==> src/rtl/fsk_period_demod.sv <==
// FSK period demodulator: times rising edges of signal_in, averages 2^AVG_LOG2 periods, slices to a bit.
// Optional macro GLITCH_REJECT_EN drops rises arriving sooner than MIN_PERIOD cycles after an accepted edge.
module fsk_period_demod #(
  parameter int CNT_W      = 16,
  parameter int AVG_LOG2   = 2,
  parameter int THRESH     = 51,
  parameter int TIMEOUT    = 1023,
  parameter int MIN_PERIOD = 8
) (
  input  logic             clk,
  input  logic             rst,
  input  logic             signal_in,
  output logic [CNT_W-1:0] period_out,
  output logic             period_valid,
  output logic             bit_out,
  output logic             bit_valid,
  output logic             lost
);

  localparam int ACC_W = CNT_W + AVG_LOG2;
  localparam int IDX_W = (AVG_LOG2 > 0) ? AVG_LOG2 : 1;
  localparam int WIN   = 1 << AVG_LOG2;

`ifdef GLITCH_REJECT_EN
  localparam bit GLITCH_EN = 1'b1;
`else
  localparam bit GLITCH_EN = 1'b0;
`endif

  typedef enum logic {IDLE = 1'b0, RUN = 1'b1} state_t;

  state_t state_reg, state_next;

  // [0],[1] synchronize the asynchronous input; [2] is the delayed copy for edge detection
  logic [2:0] sync_reg;

  logic [CNT_W-1:0] cnt_reg, cnt_next;
  logic [ACC_W-1:0] acc_reg, acc_next;
  logic [IDX_W-1:0] idx_reg, idx_next;
  logic [CNT_W-1:0] period_reg, period_next;
  logic             pvalid_reg, pvalid_next;
  logic             lost_reg, lost_next;
  logic             win_done_reg, win_done_next;
  logic             bit_calc_reg, bit_calc_next;
  logic             bit_reg, bit_next;
  logic             bvalid_reg, bvalid_next;

  logic             rise;
  logic             glitch;
  logic             start;
  logic             accept;
  logic             expire;
  logic             last;
  logic [ACC_W-1:0] sum;
  logic [ACC_W-1:0] avg;

  always_ff @(posedge clk) begin
    if (!rst) begin
      sync_reg <= '0;
    end else begin
      sync_reg <= {sync_reg[1:0], signal_in};
    end
  end

  assign rise   = sync_reg[1] & ~sync_reg[2];
  assign glitch = GLITCH_EN && (cnt_reg < CNT_W'(MIN_PERIOD));
  assign start  = (state_reg == IDLE) && rise;
  assign accept = (state_reg == RUN) && rise && !glitch;
  // an accepted edge on the timeout cycle takes priority over the timeout
  assign expire = (state_reg == RUN) && !accept && (cnt_reg == CNT_W'(TIMEOUT));
  assign last   = (idx_reg == IDX_W'(WIN - 1));
  assign sum    = acc_reg + ACC_W'(cnt_reg);
  assign avg    = sum >> AVG_LOG2;

  always_ff @(posedge clk) begin
    if (!rst) begin
      state_reg <= IDLE;
    end else begin
      state_reg <= state_next;
    end
  end

  always_comb begin
    state_next = state_reg;
    case (state_reg)
      IDLE:    if (start)  state_next = RUN;
      RUN:     if (expire) state_next = IDLE;
      default: state_next = IDLE;
    endcase
  end

  always_comb begin
    cnt_next      = cnt_reg;
    acc_next      = acc_reg;
    idx_next      = idx_reg;
    period_next   = period_reg;
    pvalid_next   = 1'b0;
    lost_next     = lost_reg;
    win_done_next = 1'b0;
    bit_calc_next = bit_calc_reg;
    bit_next      = bit_reg;
    bvalid_next   = 1'b0;

    case (state_reg)
      IDLE: begin
        cnt_next = start ? CNT_W'(1) : '0;
      end
      RUN: begin
        if (accept) begin
          cnt_next    = CNT_W'(1);
          period_next = cnt_reg;
          pvalid_next = 1'b1;
          lost_next   = 1'b0;
          if (last) begin
            acc_next      = '0;
            idx_next      = '0;
            win_done_next = 1'b1;
            bit_calc_next = (avg > ACC_W'(THRESH)) ? 1'b0 : 1'b1;
          end else begin
            acc_next = sum;
            idx_next = idx_reg + IDX_W'(1);
          end
        end else if (expire) begin
          cnt_next  = '0;
          acc_next  = '0;
          idx_next  = '0;
          lost_next = 1'b1;
        end else begin
          cnt_next = cnt_reg + CNT_W'(1);
        end
      end
      default: begin
        cnt_next = '0;
      end
    endcase

    // the bit is published one cycle after the period that closed its window
    if (win_done_reg) begin
      bit_next    = bit_calc_reg;
      bvalid_next = 1'b1;
    end
  end

  always_ff @(posedge clk) begin
    if (!rst) begin
      cnt_reg      <= '0;
      acc_reg      <= '0;
      idx_reg      <= '0;
      period_reg   <= '0;
      pvalid_reg   <= 1'b0;
      lost_reg     <= 1'b0;
      win_done_reg <= 1'b0;
      bit_calc_reg <= 1'b0;
      bit_reg      <= 1'b0;
      bvalid_reg   <= 1'b0;
    end else begin
      cnt_reg      <= cnt_next;
      acc_reg      <= acc_next;
      idx_reg      <= idx_next;
      period_reg   <= period_next;
      pvalid_reg   <= pvalid_next;
      lost_reg     <= lost_next;
      win_done_reg <= win_done_next;
      bit_calc_reg <= bit_calc_next;
      bit_reg      <= bit_next;
      bvalid_reg   <= bvalid_next;
    end
  end

  assign period_out   = period_reg;
  assign period_valid = pvalid_reg;
  assign bit_out      = bit_reg;
  assign bit_valid    = bvalid_reg;
  assign lost         = lost_reg;

endmodule

==> config.mk <==
export PLATFORM = sky130hd
export DESIGN_NAME = fsk_period_demod
export DESIGN_NICKNAME = d
export VERILOG_FILES = /design/src/rtl/fsk_period_demod.sv
export SDC_FILE = /design/constraint.sdc
export NUM_CORES = 1
export LEC_CHECK = 0
export CAP_MARGIN = 20
export CORE_MARGIN = 3
export CORE_UTILIZATION = 57
export CTS_CLUSTER_DIAMETER = 120
export CTS_CLUSTER_SIZE = 28
export DETAILED_ROUTE_END_ITERATION = 12
export DONT_BUFFER_PORTS = 1
export GPL_ROUTABILITY_DRIVEN = 0
export PLACE_DENSITY_LB_ADDON = 0.05
export SYNTH_ARGS = -nofsm -noshare
export SYNTH_HDL_FRONTEND = slang
export SYNTH_SLANG_ARGS = --single-unit
==> constraint.sdc <==
create_clock -name clk -period 2.5 [get_ports clk]
set_input_delay 0.5 -clock clk [delete_from_list [all_inputs] [get_ports clk]]
set_output_delay 0.5 -clock clk [all_outputs]
set_load 0.02 [all_outputs]
==> metrics.csv <==
metric,value,unit
setup_slack,-0.0207,ns
ant_nets,0,
ff2ff_setup_slack,-0.02,ns
critical_path_peak_fanout,3,
initial_core_util,61.4,%
ir_worst_vdd,0.000449,V
grtUsageTotal,24.9,%
grt_remaining_overflow,0,
ys.flop_type,dfxtp_1,
ctsHoldBuffers,0,
ys_seq_area_share,38.1,%
fillers,426,
fmax,397,MHz
synthesis.area,3260,µm²
syn_to_final_growth,14.0,%
clock_skew,0.0118,ns
synth_area_leaders,"dfxtp_1 38%, ha_1 6.9%, nand2_1 5.6%",
fin_nets,411,
critPathLaunchType,flop,
arrival,2.78,ns
synth_most_common_cell,dfxtp_1,
stdcell_count,463,
critPathCaptureType,flop,
grt_max_degree,47,
min_path_type,input port to flop,
maxCapViolations,0,
max-slew-margin-rel,68.0,%
routed_via_density,5.75,
yosys_register_bits,62,
slowest_stage,fa_2,
postCtsSetupBuffers,0,
cts_made_buffers,9,
period_needed,2.52,ns
path_cells,"ha_1, inv_1, fa_2, nand2b_4, a21oi_4, nor2_2, o31a_1, a211o_1, xnor2_1, nand4bb_1, o31ai_2",
setup_tns,-0.0207,ns
antenna_cells,0,
die_area,6660,µm²
clock_sinks,62,
placementRows,26,
routed-via-count,2663,
drive_above_1_share,15.8,%
clkTransAtPathRegs,0.07,ns
min_period_over_period,101,%
routed_wl,7440,µm
drc,0,
synth_nets,389,
syn_avg_cell_area,8.88,µm²
dpl.hpwl,5200,µm
drt_iter0_markers,148,
cts_root_buf,clkbuf_8,
status,"complete, but fails checks",
grt_pass1_vias,2633,
grt_antenna_before_repair,0,
cts_tree,built,
synth_cell_types,58,
fin_hold_ws,0.279,ns
syn_inst,367,
synthArstFlopShare,0,%
path_class,flop to flop,
io_buffers,0,
rsz0062_at_grt,yes,
dieHeight,81.6,µm
wl_per_cell,16.1,µm
p_leak,1.52,nW
synth_top_area_cell,dfxtp_1,
largest_reg_flops,18,
h-tree-depth,3,
yosys.area.top_type_share,38.1,%
grt_pass1_wl,12600,µm
netlist_top_cells_count,"62 x dfxtp_1, 49 x nand2_1, 26 x nor2_1, 23 x nor2b_1, 19 x a21boi_0",
setup_violations,1,
power_density,516,nW/µm²
cts_buffer_depth,2,
first_pass_iters,5,
pre_cts_slack,-0.0419,ns
crit_required,2.76,ns
timing.final.max_slew_violations,0,
clock_latency,0.34,ns
ios,23,
core-area,5300,µm²
worst_pin_slew,0.468,ns
place_inst,448,
dieWidth,81.6,µm
violations,setup timing,
yosysWarnings,0,
hold_viol,0,
cpPeakStageDelay,0.35,ns
synth_edf_count,0,
kinds of logic (layout without fill, tap and decap cells):
kind of cell             Yosys count  after routing  synth area share [%]
multiplexers                       2              2                 0.614
flip-flops                        62             62                  38.1
AND/OR/NAND/NOR                  154            154                  24.2
AO/OA/AOI/OAI                     86             86                  20.2
buffers and inverters             20             46                  2.88
XOR/XNOR                          24             24                  6.45
adder cells (fa/ha/maj)           19             19                  7.53
metal layers:
metal  track usage, %  share of wire [%]
met3             6.36                4.0
met1             31.2                 46
met2             41.1                 48
met4             9.63                2.0
met5                0                  0
cell usage in the layout, fill, tap and decap left out, drive strengths merged, types with 4 or more instances in the layout:
cell    instances
a21boi         19
a21o           10
a21oi          14
a22oi          15
and2            8
and3            9
buf            26
clkbuf         12
dfxtp          62
ha             18
inv             5
nand2          49
nand2b          7
nand3          13
nand4           7
nor2           26
nor2b          23
nor3            4
o21ai           6
xnor2          12
xor2           12
stage by stage:
step | power, W | util, % | instance area [µm²]
after floorplan | 0.00104 | - | 3260
after global placement | 0.00104 | 65.4 | 3470
after detailed placement | 0.00104 | 65.4 | 3470
after CTS | 0.00193 | 69.6 | 3690
after global routing | 0.00198 | 70.0 | 3710
final | 0.00192 | 70.0 | 3710
critical path, delay by kind of cell, from the launching register on:
kind                     cells  cell delay (ns)
AO/OA/AOI/OAI                4             0.92
AND/OR/NAND/NOR              3             0.46
flip-flops                   1             0.34
adder cells (fa/ha/maj)      2             0.52
XOR/XNOR                     1             0.16
buffers and inverters        1             0.06
what timing repair did:
item,CTS,global route
pin swaps,1,1
gates resized for setup,5,3
endpoints found under the setup margin,1,1
area by class of cell:
cell class                      instances  area [µm²]  share of cell area (%)
Clock buffer                           12         155                    4.18
Multi-Input combinational cell        285        1970                    53.1
Sequential cell                        62        1240                    33.5
Timing Repair Buffer                   26         195                    5.26
Tap cell                               70        87.6                    2.36
Clock inverter                          3        43.8                    1.18
Inverter                                5        18.8                   0.505
path summary, 6_finish.rpt:
check             cells past startpoint      endpoint         from
hold / removal                        1   sync_reg[0]          rst
setup reg to reg                     11  bit_calc_reg   acc_reg[0]
setup / recovery                     11  bit_calc_reg   acc_reg[0]
hold reg to reg                       1   sync_reg[1]  sync_reg[0]
where the power goes:
group / leakage, nW / internal, W / switching [W]
registers: 0.500 / 0.000992 / 0.00000278
clock network: 0.102 / 0.000510 / 0.000385
logic: 0.916 / 0.0000144 / 0.0000137
total: 1.52 / 0.00152 / 0.000401
No activity file was read; power rests on OpenSTA's default activity.
